### config.mk
export PLATFORM = sky130hd
export DESIGN_NAME = multicycle_controller
export DESIGN_NICKNAME = d
export VERILOG_FILES = /design/src/rtl/multicycle_controller.sv
export SDC_FILE = /design/constraint.sdc
export NUM_CORES = 1
export LEC_CHECK = 0
export BUFFER_PORTS_ARGS = -buffer_cell sky130_fd_sc_hd__buf_2
export CORE_AREA = 2 2 59 56
export CTS_BUF_LIST = sky130_fd_sc_hd__clkbuf_4 sky130_fd_sc_hd__clkbuf_8
export CTS_CLUSTER_SIZE = 24
export DETAILED_ROUTE_END_ITERATION = 6
export DIE_AREA = 0 0 61 58
export PLACE_DENSITY_LB_ADDON = 0.1
export SYNTH_ARGS = -nofsm -noshare
export SYNTH_HDL_FRONTEND = slang
export SYNTH_SLANG_ARGS = --single-unit
### constraint.sdc
create_clock -name CLK -period 1.55 [get_ports CLK]
set_input_delay 0.155 -clock CLK [delete_from_list [all_inputs] [get_ports CLK]]
set_output_delay 0.155 -clock CLK [all_outputs]
set_load 0.03 [all_outputs]
### src/rtl/multicycle_controller.sv
// Moore control FSM for a multi-cycle RV32 datapath (lw, sw, R-type, I-type ALU, beq)
// with shared ALU and unified memory, plus a retired-instruction counter.
module multicycle_controller #(
    parameter int CNT_WIDTH = 16
) (
    input  logic                 CLK,
    input  logic                 RST,
    input  logic [6:0]           Opcode,
    input  logic                 Zero,
    input  logic                 MemReady,
    output logic                 PCWrite,
    output logic                 AdrSrc,
    output logic                 MemRead,
    output logic                 MemWrite,
    output logic                 IRWrite,
    output logic [1:0]           ResultSrc,
    output logic [1:0]           ALUSrcA,
    output logic [1:0]           ALUSrcB,
    output logic [1:0]           ALUOp,
    output logic [1:0]           ImmSrc,
    output logic                 RegWrite,
    output logic                 IllegalInstr,
    output logic [3:0]           State,
    output logic [CNT_WIDTH-1:0] InstrRetired
);

    typedef enum logic [3:0] {
        S_FETCH    = 4'd0,
        S_DECODE   = 4'd1,
        S_MEMADR   = 4'd2,
        S_MEMREAD  = 4'd3,
        S_MEMWB    = 4'd4,
        S_MEMWRITE = 4'd5,
        S_EXECR    = 4'd6,
        S_ALUWB    = 4'd7,
        S_EXECI    = 4'd8,
        S_BEQ      = 4'd9
    } state_t;

    localparam logic [6:0] OP_LW  = 7'b0000011;
    localparam logic [6:0] OP_SW  = 7'b0100011;
    localparam logic [6:0] OP_I   = 7'b0010011;
    localparam logic [6:0] OP_R   = 7'b0110011;
    localparam logic [6:0] OP_BEQ = 7'b1100011;

    state_t               state_q, state_d;
    logic [CNT_WIDTH-1:0] cnt_q, cnt_d;

    // Raw enables before reset gating.
    logic pc_we, ir_we, mem_rd, mem_wr, reg_we, illegal, retire;

    // NOTE: sequential state uses non-blocking assignments so every flop samples pre-edge values.
    always_ff @(posedge CLK) begin
        if (RST) begin
            state_q <= S_FETCH;
            cnt_q   <= '0;
        end else begin
            state_q <= state_d;
            cnt_q   <= cnt_d;
        end
    end

    always_comb begin
        // NOTE: every output gets a default first so no path through the case infers a latch.
        state_d   = S_FETCH;
        pc_we     = 1'b0;
        ir_we     = 1'b0;
        mem_rd    = 1'b0;
        mem_wr    = 1'b0;
        reg_we    = 1'b0;
        illegal   = 1'b0;
        retire    = 1'b0;
        AdrSrc    = 1'b0;
        ResultSrc = 2'b00;
        ALUSrcA   = 2'b00;
        ALUSrcB   = 2'b00;
        ALUOp     = 2'b00;

        case (state_q)
            S_FETCH: begin
                mem_rd    = 1'b1;
                ALUSrcB   = 2'b10;
                ResultSrc = 2'b10;
                pc_we     = MemReady;
                ir_we     = MemReady;
                state_d   = MemReady ? S_DECODE : S_FETCH;
            end
            S_DECODE: begin
                ALUSrcA = 2'b01;
                ALUSrcB = 2'b01;
                case (Opcode)
                    OP_LW, OP_SW: state_d = S_MEMADR;
                    OP_R:         state_d = S_EXECR;
                    OP_I:         state_d = S_EXECI;
                    OP_BEQ:       state_d = S_BEQ;
                    default:      illegal = 1'b1;
                endcase
            end
            S_MEMADR: begin
                ALUSrcA = 2'b10;
                ALUSrcB = 2'b01;
                if (Opcode == OP_LW)      state_d = S_MEMREAD;
                else if (Opcode == OP_SW) state_d = S_MEMWRITE;
            end
            S_MEMREAD: begin
                mem_rd  = 1'b1;
                AdrSrc  = 1'b1;
                state_d = MemReady ? S_MEMWB : S_MEMREAD;
            end
            S_MEMWB: begin
                ResultSrc = 2'b01;
                reg_we    = 1'b1;
                retire    = 1'b1;
            end
            S_MEMWRITE: begin
                mem_wr  = 1'b1;
                AdrSrc  = 1'b1;
                retire  = MemReady;
                state_d = MemReady ? S_FETCH : S_MEMWRITE;
            end
            S_EXECR: begin
                ALUSrcA = 2'b10;
                ALUOp   = 2'b10;
                state_d = S_ALUWB;
            end
            S_EXECI: begin
                ALUSrcA = 2'b10;
                ALUSrcB = 2'b01;
                ALUOp   = 2'b10;
                state_d = S_ALUWB;
            end
            S_ALUWB: begin
                reg_we = 1'b1;
                retire = 1'b1;
            end
            S_BEQ: begin
                ALUSrcA = 2'b10;
                ALUOp   = 2'b01;
                pc_we   = Zero;
                retire  = 1'b1;
            end
            default: state_d = S_FETCH;
        endcase

        cnt_d = retire ? cnt_q + CNT_WIDTH'(1) : cnt_q;
    end

    always_comb begin
        case (Opcode)
            OP_SW:   ImmSrc = 2'b01;
            OP_BEQ:  ImmSrc = 2'b10;
            default: ImmSrc = 2'b00;
        endcase
    end

    // Write/request enables are held off for as long as reset is asserted.
    assign PCWrite      = pc_we   & ~RST;
    assign IRWrite      = ir_we   & ~RST;
    assign MemRead      = mem_rd  & ~RST;
    assign MemWrite     = mem_wr  & ~RST;
    assign RegWrite     = reg_we  & ~RST;
    assign IllegalInstr = illegal & ~RST;
    assign State        = state_q;
    assign InstrRetired = cnt_q;

endmodule

======== After elaboration in Yosys (flattened, before gate mapping) ========
Cells that the tools add are included.
storage, ports and cells
  flip-flop bits (word level) ............. 20
  input port bits ......................... 11
  output and inout bits ................... 37
  logic and storage cells ................. 55
cells by class
  add/subtract/negate cells ............... 1
  equal/unequal tests ..................... 14
  mux-type cells .......................... 21
  bitwise operators ....................... 7
  reductions and logical operators ........ 10
operators by type and width
  kind                                            count
  one-hot mux 4 bit (6 select lines)              1
  one-hot mux 2 bit (2 select lines)              5
  adder 16 x 1 -> 16 bit (second input constant)  1
  == test 4 x 3 -> 1 bit (second input constant)  4
  one-hot mux 4 bit (4 select lines)              1
  == test 7 x 6 -> 1 bit (second input constant)  2
  2-to-1 mux 3 bit                                4
  OR reduction 2 bit                              5
  == test 4 x 2 -> 1 bit (second input constant)  2
  == test 4 bit (second input constant)           2
  2-to-1 mux 1 bit                                8
  == test 7 x 2 -> 1 bit (second input constant)  1
  == test 7 x 5 -> 1 bit (second input constant)  1
  == test 7 bit (second input constant)           1
  bitwise AND 1 bit                               6
  OR reduction 3 bit                              2
  OR reduction 5 bit                              1
  == test 4 x 1 -> 1 bit (second input constant)  1
  zero test 4 bit                                 1
  one-hot mux 1 bit (2 select lines)              2
  OR reduction 4 bit                              1
  inverter 1 bit                                  1

======== Longest topological paths before layout ========
Gate-level depths: netlist of run 1.
  depth in word-level cells ............... 5
  mapped depth ............................ 7
  depth with buffers taken out ............ 6

======== Worst setup path after synthesis of run 1 ========
Ideal clock, no wire load.
  kind .................................... reg2out
  start ................................... reg state_q[0] (netlist: State[0])
  end ..................................... out PCWrite
  arrival time ............................ 2.575 ns
  data required time ...................... 1.395 ns
  slack ................................... -1.180 ns
  cell stages (with the launch flop) ...... 6
  path buffers ............................ 2
  path through ............................ dfxtp_1 buf_2 buf_2 nor4_1 nand2_1 a21oi_1
on the way
  word-level cells in the longest chain between the ends .. 3
  elaborated cells on any way between the ends .. 4
  those cells by class .................... eq/ne (1); mux (1); bitwise (1); reduce/logical (1)
RTL lines
  item                                              RTL line  RTL
  start, declared                                   46        state_t state_q, state_d;
  start signal, assigned                            58        state_q <= state_d;
  == test 4 bit or zero test 4 bit (tied branches)  79        case (state_q)
  one-hot mux 1 bit (2 select lines) (*)            79
  bitwise AND 1 bit (*)                             157       assign PCWrite = pc_we & ~RST;
  end, declared                                     11        output logic PCWrite,
Mark *: on every way between the ends. The rest lies on a longest branch, timed or not.

======== Final worst setup path of run 1 ========
  start ................................... reg state_q[0] (netlist: State[0])
  end ..................................... reg cnt_q[15] (netlist: InstrRetired[15])
on the way
  word-level cells in the longest chain between the ends .. 3
  elaborated cells on any way between the ends .. 6
  those cells by class .................... eq/ne (4); mux (1); reduce/logical (1)
RTL lines
  item                                                     RTL line  RTL
  == test 4 bit or == test 4 x 3 -> 1 bit (tied branches)  79
  OR reduction 3 bit (no line)                             n/a
  one-hot mux 1 bit (2 select lines) (*)                   79
  end signal, assigned                                     59        cnt_q <= cnt_d;
  end, declared                                            47        logic [CNT_WIDTH-1:0] cnt_q, cnt_d;
Marks and branches as above.
A chain may end at the register's enable or synchronous reset.

==> key figures, run 1 <==
Placed design
  • # port buffers: 47
  • Area post-placement: 1790 µm²
  • Worst slack, placed: 0.0347 ns
  • Routability congestion estimate: 0.824
  • Dpl hpwl: 2640 µm

Run status
  • Status: finished with violations
  • Violated checks: setup timing

Timing
  • Setup Skew: 0.00244 ns
  • Slew of the pin with the lowest slew margin: 0.430 ns
  • Hold Slack: roughly 0.19 ns
  • Rel. slew slack: slightly above 70%
  • RSZ-0062 raised after global routing: true
  • Fmax: around 0.56 GHz
  • Fin crit period: 1.78 ns
  • Final setup vio count: 26
  • Max-slew violation count: 0
  • Post-route setup slack: -0.228 ns
  • Final Cycle Share: 115%
  • Final hold violations: 0

Floorplan
  • Core area: roughly 3000 µm²
  • I/O pin cnt: 48
  • Std cell rows: 19
  • Die footprint: 3540 µm²
  • Initial Util: 44.2%
  • Chip width: 61 µm
  • Die height: 58 µm

Yosys
  • Distinct cell type count after synthesis: 48
  • Top cell type's share of synthesized area: between 30% and 40%
  • Yosys warnings: 0
  • Seq/Total Area, Yosys: 31.0%
  • Syn nets: 170
  • #FFs+latches synth: 20
  • Synth Cell Area: 1290 µm²
  • Synthesized area per cell: 8.17 µm²
  • Yosys top cell by area: dfxtp_1
  • Number of synthesized flops with an enable pin: 0
  • Ys async rst share: 0%
  • Gate Count Post-Synth: ~160
  • Top FF cell, synth: dfxtp_1
  • Dominant cells by area after synthesis: dfxtp_1 31%, xor2_1 8.1%, nor2_1 5.2%

Route
  • Post-Route WL: ~4900 µm
  • Via count: between 1500 and 2000
  • TritonRoute pass-1 iters: 4
  • Routed len/inst: 17.3 µm
  • Initial DRC Count: approximately 120
  • Vias per cell: 5.82
  • Routed Antenna Nets: 0
  • # DRC: 0

Global routing
  • Vias in the first global route: approximately 1400
  • First-pass GRT wire length: between 6000 and 7000 µm
  • Initial antenna violation count: 0
  • Largest net degree at the start of global routing: 14
  • GRT Total Usage: between 20% and 30%
  • Overflow after GRT: 0

Critical path
  • CP Capture Type: flop
  • Worst EP arrival: 2.04 ns
  • RR Startpoint: State[0]
  • Crit Path Category: reg -> reg
  • Critical path fanouts, max: 4
  • Critical Path RT: between 1.5 and 2 ns
  • Crit. Startpoint: State[0]
  • Startpoint types: flop

Clock network
  • Clock-pin slew on the worst setup and hold paths: 0.12 ns
  • Clock buffer depth: 2
  • Htree depth: 1
  • Root Buffer Master: clkbuf_4
  • CTS sink cnt: 20
  • CTS tree: done
  • CTS buffer count: 3
  • Clock Latency Late Sink: 0.32 ns

Final layout
  • Final #Nets: between 200 and 300
  • Most frequent cells in the layout: 33 x buf_2, 25 x buf_4, 20 x buf_6
  • P&R area growth vs syn: 83.4%
  • Layout cells sized above 1: 61.8%
  • Antenna fix cells: 0
  • Final Instance Area: 2370 µm²
  • Most common cell after layout, fill and taps aside: buf_2

Worst hold path
  • Hold_sp: Opcode[5]
  • Min-Delay Path Class: in -> reg

Power and ir drop
  • P per Cell Area: 496 nW/µm²
  • Leak Pwr: 0.978 nW
  • Max VDD drop: 0.427 mV
  • Final Power: 0.00117 W

Flow run
  • Max Cap Viol: 0
-- synth_stat cells, drive strengths merged, types with 5 or more instances --
cell type / number
nor3: 10
nand2: 6
nand3: 5
xor2: 12
a21oi: 11
o21ai: 8
clkbuf: 5
nand2b: 6
buf: 6
dfxtp: 20
nor2: 18
-- stage by stage --
step	utilization, %	cells	TNS (ns)
after floorplan	-	158	-0.576
after global placement	61.4	253	0
after detailed placement	61.4	253	0
after CTS	72.3	269	-0.812
after global routing	81.0	280	-4.42
final	81.0	280	-2.59
-- critical path, stage by stage, from the launching register on --
cell	delay, ns
dfxtp_4	0.40
buf_6	0.14
nor2b_4	0.13
nor3_4	0.27
o21ai_2	0.12
or4_4	0.52
a21oi_2	0.14
-- path summary, 6_finish.rpt --
| check | end | slack (ns) | cells after the start |
|---|---|---|---|
| hold / removal | State[1] | 0.19 | 4 |
| setup / recovery | InstrRetired[15] | -0.23 | 6 |
| setup reg to reg | InstrRetired[15] | -0.23 | 6 |
| hold reg to reg | InstrRetired[1] | 0.49 | 2 |
-- state kept, by name (all words and copies together), names as in the netlist --
register,count
InstrRetired,16
State,4
-- cells by family (layout without fill, tap and decap cells) --
family                     count (synthesis)  after routing  synth area share [%]
adders and majority gates                  1              1                 0.969
muxes                                      2              2                  1.55
AOI/OAI and AO/OA                         37             37                  20.0
and+or+nand+nor                           70             70                  32.3
buffers and inverters                     14             94                  4.75
xor gates and xnor gates                  14             14                  9.50
DFF                                       20             20                  31.0
-- per-layer routing --
metal	wire, µm	global-route usage (%)
met2	2410	38.9
met3	347	2.68
met1	1900	30.7
met4	198	8.39
met5	0	0
-- repair_timing --
item	in CTS	in global routing
hold buffers	0	0
pin swaps	14	21
endpoints found under the hold margin	0	0
resized for setup	36	40
endpoints found under the setup margin	14	32
buffers inserted	11	11
gates cloned	1	1
-- area by class of cell --
class	count	area, µm²
multi-input cells	124	1050
repair buffers	87	761
fillers	180	556
flip-flops and latches	20	433
well taps	42	52.6
clock inverters	1	30.0
clock buffers	3	22.5
inverters	3	16.3
-- where the power goes --
group	internal, W	switching, W	total [W]
Clock	0.000262	0.000182	0.000444
Combinational	0.000102	0.000117	0.000219
Sequential	0.000506	0.00000507	0.000511
Note: power is estimated with default switching activity, not from simulation.
==> run 2, diff against run 1 <==
CORE_AREA = 2 2 73 68   (was 2 2 59 56)
DIE_AREA = 0 0 75 70   (was 0 0 61 58)
==> key figures, run 2 (synthesis results as in run 1) <==
Critical path
  • Worst path bufs/invs: 1 (unchanged)
  • Startpoint types: flop (unchanged)
  • Crit path to: IllegalInstr (was InstrRetired[15])
  • RR Startpoint: State[0] (unchanged)
  • Critical Path RT: 1.39 ns (was 1.81 ns)
  • Worst EP arrival: 1.46 ns (was 2.04 ns)
  • CP Capture Type: primary output (was flop)
  • Reg-to-reg critical path endpoint: InstrRetired[15] (unchanged)
  • Crit Path Category: reg -> out (was reg -> reg)
  • Critical-path cell list: nand2b_4 > or3_4 > nor3_4 > buf_6 (was buf_6 > nor2b_4 > nor3_4 > o21ai_2 > or4_4 > a21oi_2)
  • Setup slack, reg-to-reg: -0.05 ns (was -0.23 ns)
  • Crit. Startpoint: State[1] (was State[0])
  • Crit path largest cell delay: 0.38 ns (was 0.52 ns)
  • Crit path max-delay cell type: or3_4 (was or4_4)
  • CP top delay family: simple AND/OR/NAND/NOR gates (unchanged)
  • Crit. path cell count: 4 (was 6)
  • Reg2Reg Depth: 6 (unchanged)
  • Critical path fanouts, max: 5 (was 4)

Floorplan
  • Die height: 70 µm (was 58 µm)
  • Core area: 4590 µm² (was 2920 µm²)
  • Die footprint: 5250 µm² (was 3540 µm²)
  • Initial Util: 28.1% (was 44.2%)
  • I/O pin cnt: 48 (unchanged)
  • Std cell rows: 24 (was 19)
  • Chip width: 75 µm (was 61 µm)

Power and ir drop
  • Reg power frac: 41.0% (was 43.6%)
  • Leak Pwr: 0.894 nW (was 0.978 nW)
  • P per Cell Area: 563 nW/µm² (was 496 nW/µm²)
  • Comb power frac: 15.9% (was 18.6%)
  • Clock power share: 43.1% (was 37.8%)
  • Max VDD drop: 0.304 mV (was 0.427 mV)
  • Switch share: 24.5% (was 25.9%)
  • Net Switching: 0.000305 W (was 0.000304 W)
  • Internal power: 0.000942 W (was 0.000870 W)

Global routing
  • Largest net degree at the start of global routing: 17 (was 14)
  • Initial antenna violation count: 0 (unchanged)
  • Vias in the first global route: 1403 (was 1388)
  • Overflow after GRT: 0 (unchanged)
  • First-pass GRT wire length: 6600 µm (was 6240 µm)
  • GRT Total Usage: 16.0% (was 23.3%)

Timing
  • Rel. slew slack: 75.7% (was 71.4%)
  • RSZ-0062 raised after global routing: true (unchanged)
  • Setup Skew: 0.00323 ns (was 0.00244 ns)
  • Slew of the pin with the lowest slew margin: 0.365 ns (was 0.430 ns)
  • Fin crit period: 1.62 ns (was 1.78 ns)
  • Final setup vio count: 11 (was 26)
  • Post-route setup slack: -0.0663 ns (was -0.228 ns)
  • Final Cycle Share: 104% (was 115%)
  • Max-slew violation count: 0 (unchanged)
  • Fmax: 0.619 GHz (was 0.562 GHz)
  • Final hold violations: 0 (unchanged)

Route
  • Routed len/inst: 13.9 µm (was 17.3 µm)
  • Via count: 1461 (was 1629)
  • Vias per cell: 4.97 (was 5.82)
  • Post-Route WL: 4100 µm (was 4850 µm)
  • Initial DRC Count: 76 (was 119)
  • Routed Antenna Nets: 0 (unchanged)
  • TritonRoute pass-1 iters: 4 (unchanged)
  • # DRC: 0 (unchanged)

Clock network
  • Clock-pin slew on the worst setup and hold paths: 0.08 ns (was 0.12 ns)
  • CTS buffer count: 3 (unchanged)
  • CTS tree: done (unchanged)
  • CTS sink cnt: 20 (unchanged)
  • Htree depth: 1 (unchanged)
  • Root Buffer Master: clkbuf_8 (was clkbuf_4)
  • Clock Latency Late Sink: 0.27 ns (was 0.32 ns)
  • Clock buffer depth: 2 (unchanged)

Final layout
  • Non-filler instance count after layout: 294 (was 280)
  • Most frequent cells in the layout: 34 x buf_2, 25 x buf_4, 18 x buf_6 (was 33 x buf_2, 25 x buf_4, 20 x buf_6)
  • Final #Nets: 242 (was 251)
  • Post-layout util: 48.2% (was 81.0%)
  • Antenna fix cells: 0 (unchanged)
  • Most common cell after layout, fill and taps aside: buf_2 (unchanged)
  • P&R area growth vs syn: 71.5% (was 83.4%)
  • Max FFs per register: 16 (unchanged)
  • Layout cells sized above 1: 56.3% (was 61.8%)

Worst hold path
  • Min-Delay Path Class: in -> reg (unchanged)
  • Hold Path Stages: 3 (was 4)

Run status
  • Violated checks: setup timing (unchanged)
  • Status: finished with violations (unchanged)

Placed design
  • Dpl hpwl: 3020 µm (was 2640 µm)
  • Dpl cells: 279 (was 253)
  • Routability congestion estimate: 0.781 (was 0.824)
  • # port buffers: 47 (unchanged)

Flow run
  • Max Cap Viol: 0 (unchanged)
-- run 2: changes by cell type in the layout (fill, tap and decap cells not counted), moves of 3 or more --
cell,change
buf_12,-3
a21oi_2,-4
buf_8,-3
clkbuf_4,-3
clkbuf_8,+3
a21oi_1,+4
-- run 2: stage by stage --
stage / cell area, µm² / hold slack [ns] / setup slack (ns) / setup TNS, ns / power (W)
floorplan: 1460 / 0.361 / -0.248 / -0.576 / 0.000641
global placement: 1850 / 0.453 / 0.0843 / 0 / 0.000679
detailed placement: 1850 / 0.474 / 0.0310 / 0 / 0.000682
CTS: 2050 / 0.247 / -0.0700 / -0.434 / 0.00125
global route: 2210 / 0.259 / -0.128 / -1.79 / 0.00129
finish: 2210 / 0.255 / -0.0663 / -0.381 / 0.00125
-- run 2: layer usage --
layer	track usage, %	vias up	wire length [µm]
li1	-	724	-
met2	23.3	51	1860
met3	3.03	8	241
met4	4.76	0	64
met1	23.7	678	1940
met5	0	-	0
-- run 2: area by class of cell --
cell class | count | area [µm²]
Fill cell | 469 | 2380
Sequential cell | 20 | 433
Tap cell | 65 | 81.3
Multi-Input combinational cell | 124 | 1030
Clock inverter | 1 | 30.0
Timing Repair Buffer | 78 | 581
Clock buffer | 3 | 41.3
Inverter | 3 | 16.3
-- run 2: worst min-delay path, cell delays in order --
cell	delay, ns
buf_2	0.12
o21ai_0	0.08
nor4b_1	0.13
-- run 2: worst min-delay path by stage --
stage / from / end / slack, ns
after floorplan: Opcode[4] / State[1] / 0.36
after global placement: InstrRetired[1] / InstrRetired[1] / 0.45
after detailed placement: InstrRetired[1] / InstrRetired[1] / 0.47
after CTS: Opcode[5] / State[1] / 0.25
after global routing: Opcode[6] / State[3] / 0.26
final: Opcode[6] / State[3] / 0.26
-- run 2: repair_timing --
item | 4_1_cts | 5_1_grt
setup buffers | 8 | 2
hold buffers | 0 | 0
pin swaps | 7 | 9
endpoints found under the setup margin | 12 | 28
cloned | 0 | 1
gates resized for setup | 23 | 30
-- run 2: power by group through the flow --
stage / clock [W] / sequential (W) / combinational [W]
after floorplan: 0 / 0.000526 / 0.000115
after global placement: 0 / 0.000527 / 0.000153
after detailed placement: 0 / 0.000527 / 0.000155
after CTS: 0.000551 / 0.000513 / 0.000186
after global routing: 0.000570 / 0.000512 / 0.000211
final: 0.000537 / 0.000512 / 0.000198
==> run 3, diff against run 2 <==
CORE_AREA = 2 2 63 59   (was 2 2 73 68)
CTS_CLUSTER_SIZE = 25   (was 24)
DIE_AREA = 0 0 65 61   (was 0 0 75 70)
==> key figures, run 3 (synthesis results as in run 1) <==
Floorplan
  • Core area: 3280 µm² (was 4590 µm²)
  • Std cell rows: 20 (was 24)
  • Die height: 61 µm (was 70 µm)
  • Die footprint: 3970 µm² (was 5250 µm²)
  • Chip width: 65 µm (was 75 µm)
  • I/O pin cnt: 48 (unchanged)
  • Initial Util: 39.4% (was 28.1%)

Critical path
  • Critical Path RT: 1.39 ns (about the same)
  • RR Startpoint: State[1] (was State[0])
  • CP Capture Type: primary output (unchanged)
  • Reg-to-reg critical path endpoint: InstrRetired[15] (unchanged)
  • Setup slack, reg-to-reg: -0.06 ns (was -0.05 ns)
  • Crit Path Category: reg -> out (unchanged)
  • Worst EP arrival: 1.46 ns (about the same)
  • Startpoint types: flop (unchanged)
  • Critical path fanouts, max: 4 (was 5)
  • Reg2Reg Depth: 6 (unchanged)

Power and ir drop
  • Leak Pwr: 0.895 nW (was 0.894 nW)
  • Reg power frac: 41.3% (was 41.0%)
  • P per Cell Area: 577 nW/µm² (was 563 nW/µm²)
  • Clock power share: 42.9% (was 43.1%)
  • Final Power: 0.00124 W (was 0.00125 W)
  • Max VDD drop: 0.403 mV (was 0.304 mV)
  • Net Switching: 0.000301 W (was 0.000305 W)
  • Switch share: 24.4% (was 24.5%)
  • Comb power frac: 15.8% (was 15.9%)
  • Internal power: 0.000936 W (was 0.000942 W)

Timing
  • Final setup vio count: 5 (was 11)
  • Fmax: 0.618 GHz (was 0.619 GHz)
  • Hold Slack: 0.232 ns (was 0.255 ns)
  • Slew of the pin with the lowest slew margin: 0.486 ns (was 0.365 ns)
  • Fin crit period: 1.62 ns (about the same)
  • Final hold violations: 0 (unchanged)
  • Post-route setup slack: -0.0682 ns (was -0.0663 ns)
  • Final Cycle Share: 104% (about the same)
  • RSZ-0062 raised after global routing: true (unchanged)
  • Setup Skew: 0.00826 ns (was 0.00323 ns)
  • Rel. slew slack: 67.6% (was 75.7%)
  • Max-slew violation count: 0 (unchanged)

Clock network
  • Clock Latency Late Sink: 0.26 ns (was 0.27 ns)
  • Root Buffer Master: clkbuf_8 (unchanged)
  • CTS buffer count: 3 (unchanged)
  • Clock buffer depth: 2 (unchanged)
  • Hold_buf cts: 0 (unchanged)
  • Clock-pin slew on the worst setup and hold paths: 0.07 ns (was 0.08 ns)
  • CTS tree: done (unchanged)
  • Htree depth: 1 (unchanged)
  • CTS sink cnt: 20 (unchanged)

Placed design
  • # port buffers: 47 (unchanged)
  • Dpl hpwl: 2630 µm (was 3020 µm)
  • Routability congestion estimate: 0.764 (was 0.781)

Flow run
  • Max Cap Viol: 0 (unchanged)

Global routing
  • Overflow after GRT: 0 (unchanged)
  • First-pass GRT wire length: 5720 µm (was 6600 µm)
  • GRT Total Usage: 18.7% (was 16.0%)
  • Largest net degree at the start of global routing: 17 (unchanged)
  • Vias in the first global route: 1248 (was 1403)
  • Initial antenna violation count: 0 (unchanged)

Route
  • TritonRoute pass-1 iters: 4 (unchanged)
  • Vias per cell: 5.22 (was 4.97)
  • Post-Route WL: 3920 µm (was 4100 µm)
  • Routed len/inst: 14.2 µm (was 13.9 µm)
  • # DRC: 0 (unchanged)
  • Routed Antenna Nets: 0 (unchanged)
  • Initial DRC Count: 49 (was 76)
  • Via count: 1436 (was 1461)

Worst hold path
  • Hold_sp: Opcode[5] (was Opcode[6])
  • Hold Path Stages: 4 (was 3)
  • Hold path endpoint: State[1] (was State[3])
  • Min-Delay Path Class: in -> reg (unchanged)

Final layout
  • Most frequent cells in the layout: 36 x buf_2, 30 x buf_4, 15 x nor2_1 (was 34 x buf_2, 25 x buf_4, 18 x buf_6)
  • Antenna fix cells: 0 (unchanged)
  • P&R area growth vs syn: 66.2% (was 71.5%)
  • Layout cells sized above 1: 55.8% (was 56.3%)
  • Final #Nets: 244 (was 242)
  • Most common cell after layout, fill and taps aside: buf_2 (unchanged)
  • Max FFs per register: 16 (unchanged)

Run status
  • Violated checks: setup timing (unchanged)
  • Status: finished with violations (unchanged)
-- run 3: cell types whose count changed in the layout (fill, tap and decap cells not counted), sizes merged --
cell    before  now
buf         78   80
inv          2    3
clkinv       1    0
-- run 3: power groups by stage --
stage	logic, W	registers, W	clock network (W)
CTS	0.000178	0.000512	0.000544
detailed placement	0.000157	0.000525	0
global placement	0.000153	0.000525	0
floorplan	0.000115	0.000526	0
finish	0.000195	0.000511	0.000531
global route	0.000207	0.000512	0.000559
-- run 3: area by class of cell --
| cell class | count | area (µm²) |
|---|---|---|
| clock buffers | 3 | 41.3 |
| well taps | 44 | 55.1 |
| clock inverters | 1 | 30.0 |
| inverters | 3 | 16.3 |
| fillers | 282 | 1130 |
| repair buffers | 80 | 581 |
| flip-flops and latches | 20 | 433 |
| multi-input cells | 124 | 990 |
-- run 3: worst max path at each step --
stage	startpoint	to	depth (start not counted)
detailed placement	State[2]	InstrRetired[15]	5
CTS	State[2]	PCWrite	6
floorplan	State[0]	PCWrite	5
finish	State[2]	PCWrite	5
global placement	State[2]	InstrRetired[15]	5
global route	State[2]	PCWrite	5
-- run 3: stage by stage --
step / setup WS, ns / utilization, % / cell area [µm²] / setup TNS (ns) / std cells
final: -0.0682 / 65.5 / 2150 / -0.186 / 275
after global routing: -0.128 / 65.5 / 2150 / -1.08 / 275
after CTS: -0.0566 / 61.4 / 2010 / -0.180 / 267
after detailed placement: 0.0765 / 54.8 / 1800 / 0 / 255
after global placement: 0.0990 / 54.8 / 1800 / 0 / 255
after floorplan: -0.248 / - / 1460 / -0.576 / 158
-- run 3: what timing repair did --
item / CTS / global route
buffers inserted: 8 / 8
setup endpoints to repair: 9 / 22
pin swaps: 6 / 4
gates resized for setup: 21 / 20
-- run 3: routing by layer --
metal | GRT usage, % | part of all wire (%) | vias up
li1 | - | - | 724
met1 | 25.7 | 47 | 664
met2 | 31.5 | 48 | 46
met3 | 2.41 | 4.8 | 2
met4 | 4.56 | 0.20 | 0
met5 | 0 | 0 | -
-- run 3: worst max-delay path, cell delays in order, from the launching register on --
cell and delay [ns]:
dfxtp_4 0.36, buf_6 0.13, nor4_4 0.29, nand2_2 0.14, a21oi_4 0.14, buf_6 0.14
